**src/rtl/elevator_door_fsm_if.sv**
```systemverilog
// -----------------------------------------------------------------------------
// elevator_door_fsm_if
// Bundles the request-side inputs and the motor/status outputs of one car door
// controller.
//   master : request logic / car sensors side (drives requests, sees status)
//   slave  : door controller side (elevator_door_fsm)
// Signals:
//   moving      car in motion
//   cur_floor   current floor index, 0-based
//   cur_dir     00 STOP, 10 UP, 01 DOWN, 11 illegal
//   hall_req    hall buttons at cur_floor: [1] up, [0] down
//   car_req     in-car floor buttons, one per floor
//   open_btn    in-car door-open button
//   close_btn   in-car door-close button
//   obstruct    door-edge / light-curtain sensor
//   motor_open  drive door toward open
//   motor_close drive door toward closed
//   door_closed door fully closed
//   door_open   door fully open
//   serviced    1-cycle pulse when the door reaches fully open
//   fault       sticky moving-interlock fault
//   nudge       forced-close buzzer
// -----------------------------------------------------------------------------
interface elevator_door_fsm_if #(
  parameter int NUM_FLOORS = 7
) ();
  localparam int FW = (NUM_FLOORS > 1) ? $clog2(NUM_FLOORS) : 1;

  logic                  moving;
  logic [FW-1:0]         cur_floor;
  logic [1:0]            cur_dir;
  logic [1:0]            hall_req;
  logic [NUM_FLOORS-1:0] car_req;
  logic                  open_btn;
  logic                  close_btn;
  logic                  obstruct;
  logic                  motor_open;
  logic                  motor_close;
  logic                  door_closed;
  logic                  door_open;
  logic                  serviced;
  logic                  fault;
  logic                  nudge;

  modport master (
    output moving, cur_floor, cur_dir, hall_req, car_req,
           open_btn, close_btn, obstruct,
    input  motor_open, motor_close, door_closed, door_open,
           serviced, fault, nudge
  );

  modport slave (
    input  moving, cur_floor, cur_dir, hall_req, car_req,
           open_btn, close_btn, obstruct,
    output motor_open, motor_close, door_closed, door_open,
           serviced, fault, nudge
  );
endinterface

```
**src/rtl/elevator_door_fsm.sv**
```systemverilog
// -----------------------------------------------------------------------------
// elevator_door_fsm
// Per-car door controller with modelled door travel time. Four phases
// (CLOSED, OPENING, OPEN, CLOSING) share one down-counter. Obstruction or the
// open button reverses a closing door, retracing the distance already
// travelled. Motion of the car with the door not closed raises a sticky fault
// and forces the door state back to CLOSED.
//
// Ports:
//   clk    clock
//   reset  synchronous, active-high
//   bus    elevator_door_fsm_if.slave (requests in, motor/status out)
//
// Optional feature, macro ELEVATOR_DOOR_NUDGE_EN:
//   defined   : after MAX_REOPEN obstruction reopens, the next CLOSING phase
//               ignores obstruct (open_btn still reverses) and drives nudge.
//   undefined : unlimited obstruction reopens, nudge held at 0.
//
// All outputs are registered; they are decoded from the next-state values so
// they line up with the state register in the same cycle.
// -----------------------------------------------------------------------------
module elevator_door_fsm #(
  parameter int NUM_FLOORS   = 7,
  parameter int MOVE_CYCLES  = 4,
  parameter int DWELL_CYCLES = 10,
  parameter int MAX_REOPEN   = 3
) (
  input  logic               clk,
  input  logic               reset,
  elevator_door_fsm_if.slave bus
);

  localparam int FW   = (NUM_FLOORS > 1) ? $clog2(NUM_FLOORS) : 1;
  localparam int CMAX = (MOVE_CYCLES > DWELL_CYCLES) ? MOVE_CYCLES : DWELL_CYCLES;
  localparam int CW   = (CMAX > 1) ? $clog2(CMAX) : 1;
  localparam int RW   = (MAX_REOPEN > 0) ? $clog2(MAX_REOPEN + 1) : 1;

  localparam logic [CW-1:0] MOVE_LOAD  = CW'(MOVE_CYCLES - 1);
  localparam logic [CW-1:0] DWELL_LOAD = CW'(DWELL_CYCLES - 1);
  localparam logic [CW-1:0] CNT_ZERO   = {CW{1'b0}};
  localparam logic [CW-1:0] CNT_ONE    = CW'(1);
  localparam logic [RW-1:0] REOPEN_MAX = RW'(MAX_REOPEN);
  localparam logic [RW-1:0] REOPEN_ONE = RW'(1);

  typedef enum logic [1:0] {
    ST_CLOSED  = 2'b00,
    ST_OPENING = 2'b01,
    ST_OPEN    = 2'b10,
    ST_CLOSING = 2'b11
  } state_e;

  state_e        state_q, state_d;
  logic [CW-1:0] cnt_q, cnt_d;
  logic [RW-1:0] reopen_q, reopen_d;
  logic          fault_q, fault_d;
  logic          motor_open_q, motor_close_q, door_closed_q, door_open_q;
  logic          serviced_q, nudge_q, nudge_d;

  logic          car_hit;
  logic          hall_hit;
  logic          trig;
  logic          obstruct_eff;

  // Door request decode: car button at this floor, open button, or a hall
  // button matching the direction of travel.
  always_comb begin
    car_hit = 1'b0;
    // Out-of-range floor index matches no car button.
    for (int i = 0; i < NUM_FLOORS; i++) begin
      if (bus.cur_floor == FW'(i)) begin
        car_hit = car_hit | bus.car_req[i];
      end else begin
        car_hit = car_hit;
      end
    end

    case (bus.cur_dir)
      2'b00:   hall_hit = |bus.hall_req;
      2'b10:   hall_hit = bus.hall_req[1];
      2'b01:   hall_hit = bus.hall_req[0];
      default: hall_hit = 1'b0;
    endcase

    trig = car_hit | bus.open_btn | hall_hit;

`ifdef ELEVATOR_DOOR_NUDGE_EN
    // Once the reopen budget is spent, obstruct no longer reverses the door.
    obstruct_eff = bus.obstruct & (reopen_q != REOPEN_MAX);
`else
    obstruct_eff = bus.obstruct;
`endif
  end

  // Next-state, counter, reopen count and fault logic.
  always_comb begin
    state_d  = state_q;
    cnt_d    = cnt_q;
    reopen_d = reopen_q;
    fault_d  = fault_q;

    if (bus.moving && (state_q != ST_CLOSED)) begin
      // Interlock: car moving with door not closed.
      fault_d = 1'b1;
      state_d = ST_CLOSED;
      cnt_d   = CNT_ZERO;
    end else begin
      case (state_q)
        ST_CLOSED: begin
          if (trig && !bus.moving) begin
            state_d = ST_OPENING;
            cnt_d   = MOVE_LOAD;
          end else begin
            cnt_d = CNT_ZERO;
          end
        end
        ST_OPENING: begin
          if (cnt_q == CNT_ZERO) begin
            state_d = ST_OPEN;
            cnt_d   = DWELL_LOAD;
          end else begin
            cnt_d = cnt_q - CNT_ONE;
          end
        end
        ST_OPEN: begin
          if (bus.obstruct || bus.open_btn) begin
            cnt_d = DWELL_LOAD;
          end else if (bus.close_btn || (cnt_q == CNT_ZERO)) begin
            state_d = ST_CLOSING;
            cnt_d   = MOVE_LOAD;
          end else begin
            cnt_d = cnt_q - CNT_ONE;
          end
        end
        ST_CLOSING: begin
          if (obstruct_eff || bus.open_btn) begin
            // Reopen from the current position: remaining open travel equals
            // the closing travel already done.
            state_d = ST_OPENING;
            cnt_d   = MOVE_LOAD - cnt_q;
            if (obstruct_eff && (reopen_q != REOPEN_MAX)) begin
              reopen_d = reopen_q + REOPEN_ONE;
            end else begin
              reopen_d = reopen_q;
            end
          end else if (cnt_q == CNT_ZERO) begin
            state_d = ST_CLOSED;
          end else begin
            cnt_d = cnt_q - CNT_ONE;
          end
        end
        default: begin
          state_d = ST_CLOSED;
          cnt_d   = CNT_ZERO;
        end
      endcase
    end

    // The reopen budget is per door cycle: refill whenever the door closes.
    if ((state_d == ST_CLOSED) && (state_q != ST_CLOSED)) begin
      reopen_d = {RW{1'b0}};
    end else begin
      reopen_d = reopen_d;
    end

`ifdef ELEVATOR_DOOR_NUDGE_EN
    nudge_d = (state_d == ST_CLOSING) && (reopen_d == REOPEN_MAX);
`else
    nudge_d = 1'b0;
`endif
  end

  // State, counter and registered output update.
  always_ff @(posedge clk) begin
    if (reset) begin
      state_q       <= ST_CLOSED;
      cnt_q         <= CNT_ZERO;
      reopen_q      <= {RW{1'b0}};
      fault_q       <= 1'b0;
      motor_open_q  <= 1'b0;
      motor_close_q <= 1'b0;
      door_closed_q <= 1'b1;
      door_open_q   <= 1'b0;
      serviced_q    <= 1'b0;
      nudge_q       <= 1'b0;
    end else begin
      state_q       <= state_d;
      cnt_q         <= cnt_d;
      reopen_q      <= reopen_d;
      fault_q       <= fault_d;
      motor_open_q  <= (state_d == ST_OPENING);
      motor_close_q <= (state_d == ST_CLOSING);
      door_closed_q <= (state_d == ST_CLOSED);
      door_open_q   <= (state_d == ST_OPEN);
      serviced_q    <= (state_q == ST_OPENING) && (state_d == ST_OPEN);
      nudge_q       <= nudge_d;
    end
  end

  assign bus.motor_open  = motor_open_q;
  assign bus.motor_close = motor_close_q;
  assign bus.door_closed = door_closed_q;
  assign bus.door_open   = door_open_q;
  assign bus.serviced    = serviced_q;
  assign bus.fault       = fault_q;
  assign bus.nudge       = nudge_q;

endmodule
```
**src/flat_wrapper.sv**
```systemverilog
// flat-port wrapper written by rule: the top's interface ports become plain ports
module elevator_door_fsm_flat 
#(
  parameter int NUM_FLOORS   = 7,
  parameter int MOVE_CYCLES  = 4,
  parameter int DWELL_CYCLES = 10,
  parameter int MAX_REOPEN   = 3
)
  (clk, reset, bus_moving, bus_cur_floor, bus_cur_dir, bus_hall_req, bus_car_req, bus_open_btn, bus_close_btn, bus_obstruct, bus_motor_open, bus_motor_close, bus_door_closed, bus_door_open, bus_serviced, bus_fault, bus_nudge);
  elevator_door_fsm_if #(.NUM_FLOORS(NUM_FLOORS)) bus_i ();
  input  logic clk;
  input  logic reset;
  input wire logic [$bits(bus_i.moving)-1:0] bus_moving;
  input wire logic [$bits(bus_i.cur_floor)-1:0] bus_cur_floor;
  input wire logic [$bits(bus_i.cur_dir)-1:0] bus_cur_dir;
  input wire logic [$bits(bus_i.hall_req)-1:0] bus_hall_req;
  input wire logic [$bits(bus_i.car_req)-1:0] bus_car_req;
  input wire logic [$bits(bus_i.open_btn)-1:0] bus_open_btn;
  input wire logic [$bits(bus_i.close_btn)-1:0] bus_close_btn;
  input wire logic [$bits(bus_i.obstruct)-1:0] bus_obstruct;
  output wire logic [$bits(bus_i.motor_open)-1:0] bus_motor_open;
  output wire logic [$bits(bus_i.motor_close)-1:0] bus_motor_close;
  output wire logic [$bits(bus_i.door_closed)-1:0] bus_door_closed;
  output wire logic [$bits(bus_i.door_open)-1:0] bus_door_open;
  output wire logic [$bits(bus_i.serviced)-1:0] bus_serviced;
  output wire logic [$bits(bus_i.fault)-1:0] bus_fault;
  output wire logic [$bits(bus_i.nudge)-1:0] bus_nudge;
  assign bus_i.moving = bus_moving;
  assign bus_i.cur_floor = bus_cur_floor;
  assign bus_i.cur_dir = bus_cur_dir;
  assign bus_i.hall_req = bus_hall_req;
  assign bus_i.car_req = bus_car_req;
  assign bus_i.open_btn = bus_open_btn;
  assign bus_i.close_btn = bus_close_btn;
  assign bus_i.obstruct = bus_obstruct;
  assign bus_motor_open = bus_i.motor_open;
  assign bus_motor_close = bus_i.motor_close;
  assign bus_door_closed = bus_i.door_closed;
  assign bus_door_open = bus_i.door_open;
  assign bus_serviced = bus_i.serviced;
  assign bus_fault = bus_i.fault;
  assign bus_nudge = bus_i.nudge;
  elevator_door_fsm #(.NUM_FLOORS(NUM_FLOORS), .MOVE_CYCLES(MOVE_CYCLES), .DWELL_CYCLES(DWELL_CYCLES), .MAX_REOPEN(MAX_REOPEN)) u_core (.clk(clk), .reset(reset), .bus(bus_i));
endmodule
```
**config.mk**
```make
export PLATFORM = sky130hd
export DESIGN_NAME = elevator_door_fsm_flat
export DESIGN_NICKNAME = d
export VERILOG_FILES = /design/src/rtl/elevator_door_fsm_if.sv /design/src/rtl/elevator_door_fsm.sv /design/src/flat_wrapper.sv
export SDC_FILE = /design/constraint.sdc
export NUM_CORES = 1
export LEC_CHECK = 0
export BUFFER_PORTS_ARGS = -buffer_cell sky130_fd_sc_hd__buf_4
export CORE_ASPECT_RATIO = 1.1
export CORE_MARGIN = 2
export CORE_UTILIZATION = 40
export CTS_BUF_LIST = sky130_fd_sc_hd__clkbuf_16
export DETAILED_ROUTE_END_ITERATION = 7
export PLACE_DENSITY = 0.65
export SETUP_SLACK_MARGIN = 0.3
export SYNTH_ARGS = -nofsm -noshare
export SYNTH_HDL_FRONTEND = slang
export SYNTH_SLANG_ARGS = --single-unit
```
**constraint.sdc**
```tcl
create_clock -name clk -period 1.84 [get_ports clk]
set_input_delay 0.368 -clock clk [delete_from_list [all_inputs] [get_ports clk]]
set_output_delay 0.368 -clock clk [all_outputs]
set_load 0.01 [all_outputs]
```
## Yosys cells after proc, flatten, opt, wreduce, memory -nomap -nowiden

Cells that the tools add are included.

- $add $sub $neg: 2
- Multiplexer cells: 23
- Bitwise gates (word level): 8
- Eq/ne operators: 15
- Reduce and logical (&&, ||, !) cells: 14

Operators with widths:

| kind | number |
|---|---|
| 2-to-1 mux 4 bit | 5 |
| 2-to-1 mux 2 bit | 8 |
| case mux 4 bit (4 select lines) | 1 |
| == test 2 bit, second input constant | 5 |
| == test 3 bit, second input constant | 3 |
| OR 1 bit | 8 |
| case mux 2 bit (4 select lines) | 1 |
| 2-to-1 mux 1 bit | 7 |
| == test 2 x 1 -> 1 bit, second input constant | 3 |
| == test 3 x 2 -> 1 bit, second input constant | 2 |
| zero test 2 bit | 3 |
| zero test 4 bit | 1 |
| OR reduction 2 bit | 2 |
| subtractor 2 x 4 -> 4 bit, first input constant | 1 |
| subtractor 4 x 1 -> 4 bit, second input constant | 1 |
| == test 3 x 1 -> 1 bit, second input constant | 1 |
| logical AND 1 bit | 3 |
| zero test 3 bit | 1 |
| inequality test 3 bit, second input constant | 1 |
| case mux 1 bit (3 select lines) | 1 |
| logical OR 1 bit | 2 |
| nonzero test 2 bit | 1 |
| zero test 1 bit | 1 |

- Word-level logic and storage cells: 70
- Input port bits: 20
- Output and inout bits: 7
- Flip-flop bits (word level): 12

## Longest topological paths before layout

Gate-level depths: netlist of the first run.

- Word-level depth: 22
- Depth in mapped cells: 7
- Gate-level depth less buffers: 7

## Least setup slack after synthesis of the first run

Ideal clock, no wire load.

- Path type: input to register
- Start point: in bus_open_btn
- End point: reg u_core.cnt_q[2]
- Library setup time: 70 ps
- Path slack: 252 ps
- Data required time: 1770 ps
- Cell stages on the path: 5
- Arrival: 1518 ps
- Path buffers: 0
- Cell sequence: or3b_4 > o22ai_2 > a32oi_1 > or4_1 > a21oi_1

- Word-level cells in the longest chain between the ends: 3
- Elaborated cells on any way between the ends: 5
- Those cells by class: eq/ne (1); mux (3); reduce/logical (1)

Ends and longest elaborated chain:

| element | RTL line | source |
|---|---|---|
| from (decl) | flat_wrapper.sv:18 | `input wire logic [$bits(bus_i.open_btn)-1:0] bus_open_btn;` |
| logical OR 1 bit (*) | elevator_door_fsm.sv:125, elevator_door_fsm.sv:135 |  |
| 2-to-1 mux 4 bit, on equally long branches | elevator_door_fsm.sv:135, elevator_door_fsm.sv:125 |  |
| case mux 4 bit (4 select lines) | elevator_door_fsm.sv:107 | `case (state_q)` |
| to (signal assigned) | elevator_door_fsm.sv:187 | `cnt_q <= cnt_d;` |
| to (decl) | elevator_door_fsm.sv:53 | `logic [CW-1:0] cnt_q, cnt_d;` |

Mark *: on every way between the ends. The rest lies on a longest branch, timed or not.
A chain may end at the register's enable or synchronous reset.

## Worst setup path in the final report of the first run

- Start point: reg u_core.cnt_q[1]
- End point: reg u_core.cnt_q[2]

- Word-level cells in the longest chain between the ends: 5
- Elaborated cells on any way between the ends: 11
- Those cells by class: add/sub (2); eq/ne (1); mux (6); reduce/logical (2)

Ends and longest elaborated chain:

| element |
|---|
| branches (longest 5 deep; another with subtractor 4 x 1 -> 4 bit) |

Parallel ways; which one is timed is not known. The select of a mux whose other input is x is not followed.

==> impl_metrics.yaml, run 1 <==
setup_path:
  worst-setup-path-type: "flip-flop to flip-flop"
  r2r_setup_slack_ns: 0.35
  crit_family: "simple AND/OR/NAND/NOR gates"
  worstPathArrival_ns: 1.67
  endpoint_kind: "flip-flop"
  slowest_delay_ns: 0.53
  worstPathCellList: "inv_1 -> ha_4 -> nand2_1 -> a21oi_1 -> or4_1 -> a21oi_2"
  slowest_stage: "or4_1"
  required_ns: 2.01
  cp_num_buf_inv: 1
  crit_fanout: 5
  cp-start-kind: "flip-flop"
detailed_routing:
  drt_iter0_markers: 19
  drc: 0
  first_pass_iters: 4
  wl_per_cell_um: 13.7
  num_vias: 855
  avgViaCountPerCell: 5.41
  totalWireLength_um: 2170
  ant_nets: 0
logic_synthesis:
  synth_area_per_cell_um2: 8.06
  yosys_warnings: 0
  ys_types: 37
  ys_ff_latch: 12
  seq_area_frac_synth_pct: 29.5
  syn_area_um2: 815
  syn_nets: 123
  synthesis.instances: 101
sta:
  slew_viol_final: 0
  fin_skew_ns: 0.00259
  finalSetupViolations: 0
  fin_crit_sh_pct: 81.2
  rsz0062_at_grt: "yes"
  hold_violations: 0
  fin_setup_tns_ns: 0
  fmax_mhz: 669
  post-route-min-period_ns: 1.49
floorplan:
  fp-row-count: 17
  pin_count: 27
  dieHeight_um: 51.3
  die_w_um: 47.0
  start_util_pct: 41.6
  dieArea_um2: 2410
  fp.coreArea_um2: 1960
finish:
  final_util_pct: 59.7
  finalNonFillerCells: 158
  postLayoutCellArea_um2: 1170
  n_antenna_cell: 0
  syn2layout_area_growth_pct: 43.3
  final_nets: 153
  drive_gt1_share_pct: 40.8
run:
  maxCapViolations: 0
hold_path:
  hold_class: "primary input to flip-flop"
global_routing:
  grt_pass1_vias: 883
  grt_max_degree: 20
  gr-total-overflow: 0
  grt_usage_pct: 22.0
  grt_first_pass_wirelength_um: 3750
  antenna_found_initial: 0
clocking:
  clk_pin_slew_ns: 0.05
  cts_buffers: 3
  clockRootBuffer: "clkbuf_16"
  cts_buffer_depth: 2
  clk_latency_ns: 0.24
  cts_tree: "yes"
  htree_levels: 1
  clock_sinks: 12
run_status:
  status: "finished, final reports clean"
place:
  port_buffers: 25
  dp.cells: 152
  globalplace.congestion: 0.910
  dpl.hpwl_um: 1550
  dpl-instance-area_um2: 1010
power_and_ir_drop:
  power.share.sequential_pct: 30.8
  p_sw_uw: 252
  leakage_nw: 0.483
  p_comb_share_pct: 25.2
  ir_worst_vdd_uv: 568
  clkPwrFrac_pct: 43.9
  sw_frac_of_total_pct: 27.0
  p_int_uw: 681
  power.density_nw_per_um2: 800
metrics by stage:
| step | total power, mW | setup WS (ns) | hold WS [ns] |
|---|---|---|---|
| 2_1_floorplan | 0.417 | 0.269 | 0.437 |
| 3_3_place_gp | 0.489 | 0.0985 | 0.434 |
| 3_5_place_dp | 0.490 | 0.0473 | 0.441 |
| 5_1_grt | 0.985 | 0.263 | 0.336 |
| 6_report | 0.934 | 0.346 | 0.324 |
| 4_1_cts | 0.923 | 0.256 | 0.327 |
cells in the mapped netlist:
| library cell | number | share of area, % |
|---|---|---|
| dfxtp_1 | 12 | 29 |
| a21oi_1 | 9 | 5.5 |
| inv_1 | 9 | 4.1 |
| nor3_1 | 7 | 4.3 |
| o21ai_0 | 7 | 4.3 |
| nand2_1 | 6 | 2.8 |
| nor2_1 | 6 | 2.8 |
| clkbuf_8 | 3 | 5.1 |
| mux2i_1 | 3 | 3.7 |
| nand3_1 | 3 | 1.8 |
| a32oi_1 | 2 | 2.2 |
| and3_1 | 2 | 1.5 |
| buf_4 | 2 | 1.8 |
| ha_1 | 2 | 3.1 |
| nand4_1 | 2 | 1.5 |
| nor2b_1 | 2 | 1.5 |
| o2111ai_1 | 2 | 2.2 |
| o211ai_1 | 2 | 1.8 |
| or4_1 | 2 | 1.8 |
| a221oi_1 | 1 | 1.1 |
| a22oi_1 | 1 | 0.92 |
| a2bb2oi_1 | 1 | 1.1 |
| a31oi_1 | 1 | 0.77 |
| and2_1 | 1 | 0.77 |
| clkbuf_1 | 1 | 0.46 |
| conb_1 | 1 | 0.46 |
| mux4_2 | 1 | 2.8 |
| nand2b_1 | 1 | 0.77 |
| o21a_1 | 1 | 0.92 |
| o22ai_2 | 1 | 1.5 |
| o311ai_0 | 1 | 1.1 |
| o31ai_1 | 1 | 0.92 |
| or2_1 | 1 | 0.77 |
| or2b_1 | 1 | 0.92 |
| or3_2 | 1 | 0.92 |
| or3b_4 | 1 | 1.4 |
| xnor2_1 | 1 | 1.1 |
flip-flops by register name (all words and copies together) (netlist names):
name and flops:
u_core.bus.door_closed 1, u_core.bus.door_open 1, u_core.bus.serviced 1, u_core.bus.fault 1, u_core.state_q 2, u_core.cnt_q 4
u_core.bus.motor_close 1, u_core.bus.motor_open 1
final timing paths:
kind	from	endpoint	cells after the start
max	u_core.cnt_q[1]$_SDFFE_PP0P_	u_core.cnt_q[2]$_SDFFE_PP0P_	6
min	reset	u_core.cnt_q[3]$_SDFFE_PP0P_	2
max reg2reg	u_core.cnt_q[1]$_SDFFE_PP0P_	u_core.cnt_q[2]$_SDFFE_PP0P_	6
min reg2reg	u_core.bus.fault$_SDFFE_PP0P_	u_core.bus.fault$_SDFFE_PP0P_	2
worst reg2reg max path: stages (launching register included):
cell     delay, ns
dfxtp_2       0.34
inv_1         0.08
ha_4          0.19
nand2_1       0.10
a21oi_1       0.05
or4_1         0.53
a21oi_2       0.14
cell usage in the layout (no fill, tap or decap), types with 2 or more instances in the layout:
| master | n |
|---|---|
| nand2_1 | 4 |
| dfxtp_1 | 8 |
| or4_1 | 2 |
| nor3_1 | 7 |
| o2111ai_1 | 2 |
| buf_4 | 31 |
| nor2_1 | 6 |
| inv_1 | 8 |
| nand3_1 | 3 |
| o21ai_0 | 6 |
| nand2_2 | 2 |
| ha_4 | 2 |
| clkbuf_16 | 3 |
| nand4_1 | 2 |
| a21oi_1 | 7 |
| and3_1 | 2 |
| o211ai_1 | 2 |
| a32oi_1 | 2 |
| mux2i_1 | 3 |
| dfxtp_2 | 4 |
timing repair:
item	in CTS	in global routing
gates resized for setup	9	10
pin swaps	6	5
endpoints found under the hold margin	0	0
hold buffers	0	0
buffers inserted	2	0
setup endpoints to repair	7	9
cell families (layout without fill, tap and decap cells):
group	count (synthesis)	after routing	synth area share (%)
AO/OA/AOI/OAI	30	30	24.3
XOR/XNOR	1	1	1.08
adder cells (fa/ha/maj)	2	2	3.07
buffers and inverters	15	44	11.5
flip-flops	12	12	29.5
multiplexers	4	4	6.45
other	1	1	0.460
AND/OR/NAND/NOR	36	36	23.7
power by group through the flow:
| stage | clock network, mW | registers [mW] | logic (mW) |
|---|---|---|---|
| floorplan | 0 | 0.291 | 0.127 |
| global placement | 0 | 0.290 | 0.199 |
| detailed placement | 0 | 0.290 | 0.200 |
| CTS | 0.417 | 0.287 | 0.219 |
| global route | 0.436 | 0.289 | 0.259 |
| finish | 0.410 | 0.288 | 0.236 |
area by class of cell:
cell class              count  area, um^2
flip-flops and latches     12         245
fillers                   199         790
well taps                  28        35.0
repair buffers             31         233
multi-input cells          74         542
clock buffers               3        75.1
clock inverters             1        3.75
inverters                   9        33.8
per-layer routing:
| metal | GRT usage [%] | wire, um | up-vias |
|---|---|---|---|
| li1 | - | - | 426 |
| met3 | 6.36 | 94 | 5 |
| met1 | 28.0 | 920 | 400 |
| met5 | 0 | 0 | - |
| met2 | 31.3 | 1100 | 24 |
| met4 | 14.4 | 56 | 0 |
No activity file was read; power rests on OpenSTA's default activity.
==> run 2: changes to the inputs <==
- ABC_AREA: not set -> 1
- PLACE_DENSITY: 0.65 -> 0.64
- clock period: 1.84 -> 1.52 ns (I/O delays scaled with it)
==> run 2 against run 1 <==
Routed wire length grew 2.1%. First-iteration DRC count fell by 53%. Die area grew 10%. Highest routed layer is now met3.
==> impl_metrics.yaml, run 2 <==
hold_path:
  hp-start: "reset"
  min_path_cells: 2
  hold_class: "primary input to flip-flop"
  hold_path_end: "u_core.state_q[1]$_SDFF_PP0_"
clocking:
  clockRootBuffer: "clkbuf_16"
  clk_pin_slew_ns: 0.04
  clock_sinks: 12
  cts_hold_buf: 0
  htree_levels: 1
  cts_tree: "yes"
  cts_buffers: 3
  clk_latency_ns: 0.24
  cts_buffer_depth: 2
finish:
  finalNonFillerCells: 209
  drive_gt1_share_pct: 47.5
  top_register: "u_core.cnt_q"
  largest_reg_flops: 4
  num-fill-cells: 205
  final_common_cell: "nand2_1"
  postLayoutCellArea_um2: 1370
  final_nets: 202
  reg_top3: "u_core.cnt_q: 4 flops, u_core.state_q: 2 flops"
  final_cell_mix: "nand2_1 (35), buf_4 (34), inv_1 (19), nand3_1 (15)"
  final_util_pct: 62.7
  syn2layout_area_growth_pct: 51.1
  n_antenna_cell: 0
global_routing:
  grt_usage_pct: 18.0
  antenna_found_initial: 0
  grt_first_pass_wirelength_um: 3580
  grt_max_degree: 8
  gr-total-overflow: 0
  grt_pass1_vias: 876
logic_synthesis:
  yosysMostFrequentCell: "nand2_1"
  netlist.area_leader.share_pct: 26.5
  synthesis.instances: 142
  synth_top_area_cell: "dfxtp_1"
  ys_ff_latch: 12
  syn_nets: 164
  synth_area_per_cell_um2: 6.38
  synth_edf_count: 0
  synthTopCellsByCount: "nand2_1 (38), inv_1 (24), nand3_1 (16)"
  yosys_warnings: 0
  seq_area_frac_synth_pct: 26.5
  syn_area_um2: 906
  synthTopCellsByArea: "dfxtp_1 (27%), nand2_1 (16%), inv_1 (9.9%)"
  async_flop_share_pct: 0
  synth_flop_cell: "dfxtp_1"
  ys_types: 23
detailed_routing:
  drc: 0
  avgViaCountPerCell: 4.50
  wl_per_cell_um: 10.6
  ant_nets: 0
  totalWireLength_um: 2210
  drt_iter0_markers: 9
  first_pass_iters: 4
  num_vias: 941
setup_path:
  worstPathCellList: "inv_2 -> ha_4 -> nand2_8 -> nand2_4 -> inv_4 -> nor2_2 -> o21ai_2 -> nand2_1 -> nand2_2 -> nor2_1"
  slowest_delay_ns: 0.33
  slowest_stage: "dfxtp_2"
  cp-start-kind: "flip-flop"
  rr_endpoint: "u_core.bus.motor_open$_SDFF_PP0_"
  required_ns: 1.66
  reg2reg_depth: 10
  endpoint_kind: "flip-flop"
  timing.rr.start: "u_core.cnt_q[1]$_SDFFE_PP0P_"
  cp_num_buf_inv: 2
  r2r_setup_slack_ns: 0.22
  worstPathArrival_ns: 1.44
  worst-setup-path-type: "flip-flop to flip-flop"
  crit_fanout: 5
  crit_family: "simple AND/OR/NAND/NOR gates"
floorplan:
  start_util_pct: 41.5
  pin_count: 27
  dieHeight_um: 53.9
  fp.coreArea_um2: 2180
  dieArea_um2: 2660
  fp-row-count: 18
  die_w_um: 49.4
run:
  maxCapViolations: 0
run_status:
  status: "finished, final reports clean"
place:
  dp.cells: 196
  dp_slack_ns: 0.173
  dpl-instance-area_um2: 1160
  port_buffers: 25
  globalplace.congestion: 0.901
  dpl.hpwl_um: 1730
sta:
  fmax_mhz: 767
  finalSetupViolations: 0
  slew_viol_final: 0
  fin_skew_ns: 0.00179
  rsz0062_at_grt: "yes"
  setup_slack_ns: 0.217
  post-route-min-period_ns: 1.30
  fin_crit_sh_pct: 85.7
  hold_violations: 0
  fin_setup_tns_ns: 0
power_and_ir_drop:
  power.density_nw_per_um2: 886
  ir_worst_vdd_uv: 778
  leakage_nw: 0.709
## run 2: changes by cell type after synthesis, sizes merged, moves of 3 or more
cell    before  now
clkbuf       4    0
nor2         6   15
nand2        6   43
nor3         7    0
nand3        3   18
mux2i        3    0
inv          9   31
## run 2: worst max-delay path by stage
stage | cells past startpoint | startpoint | end
final | 10 | u_core.cnt_q[1]$_SDFFE_PP0P_ | u_core.bus.motor_open$_SDFF_PP0_
after global routing | 10 | u_core.cnt_q[1]$_SDFFE_PP0P_ | u_core.cnt_q[3]$_SDFFE_PP0P_
after CTS | 9 | u_core.cnt_q[1]$_SDFFE_PP0P_ | u_core.cnt_q[3]$_SDFFE_PP0P_
after detailed placement | 9 | bus_open_btn | u_core.bus.motor_close$_SDFF_PP0_
after global placement | 11 | u_core.cnt_q[2]$_SDFFE_PP0P_ | u_core.cnt_q[3]$_SDFFE_PP0P_
after floorplan | 10 | u_core.cnt_q[2]$_SDFFE_PP0P_ | u_core.bus.motor_close$_SDFF_PP0_
## run 2: logic make-up after synthesis
logic type | synth area share (%)
buffers and inverters | 14.0
other | 0.414
and+or+nand+nor | 44.2
AOI/OAI and AO/OA | 12.2
DFF | 26.5
adders and majority gates | 2.76
## run 2: per-stage QoR
stage	total power, mW	hold WS, ns
after floorplan	0.570	0.373
after global placement	0.667	0.434
after detailed placement	0.669	0.446
after CTS	1.18	0.246
after global routing	1.27	0.248
final	1.21	0.244
## run 2: routing by layer
metal  part of all wire, %  wire (um)  GRT usage, %
met1                    39        867          19.0
met2                    57       1270          36.0
met3                   3.6         79          5.00
met4                     0          0          4.17
met5                     0          0             0
## run 2: layout make-up
cell class | count | area (um^2) | share of cell area, %
multi-input cells | 98 | 617 | 45.1
inverters | 31 | 131 | 9.60
clock inverters | 1 | 3.75 | 0.274
flip-flops and latches | 12 | 249 | 18.2
repair buffers | 34 | 255 | 18.6
well taps | 30 | 37.5 | 2.74
clock buffers | 3 | 75.1 | 5.48
## run 2: where the power goes
| group | total (mW) | switching (mW) | internal [mW] |
|---|---|---|---|
| combinational | 0.381 | 0.211 | 0.171 |
| clock | 0.480 | 0.134 | 0.346 |
| sequential | 0.351 | 0.0147 | 0.337 |
## run 2: repair_timing
action,in CTS,in global routing
gates resized for setup,5,14
setup buffers,5,4
pin swaps,5,5
setup endpoints to repair,10,10
cloned,0,0
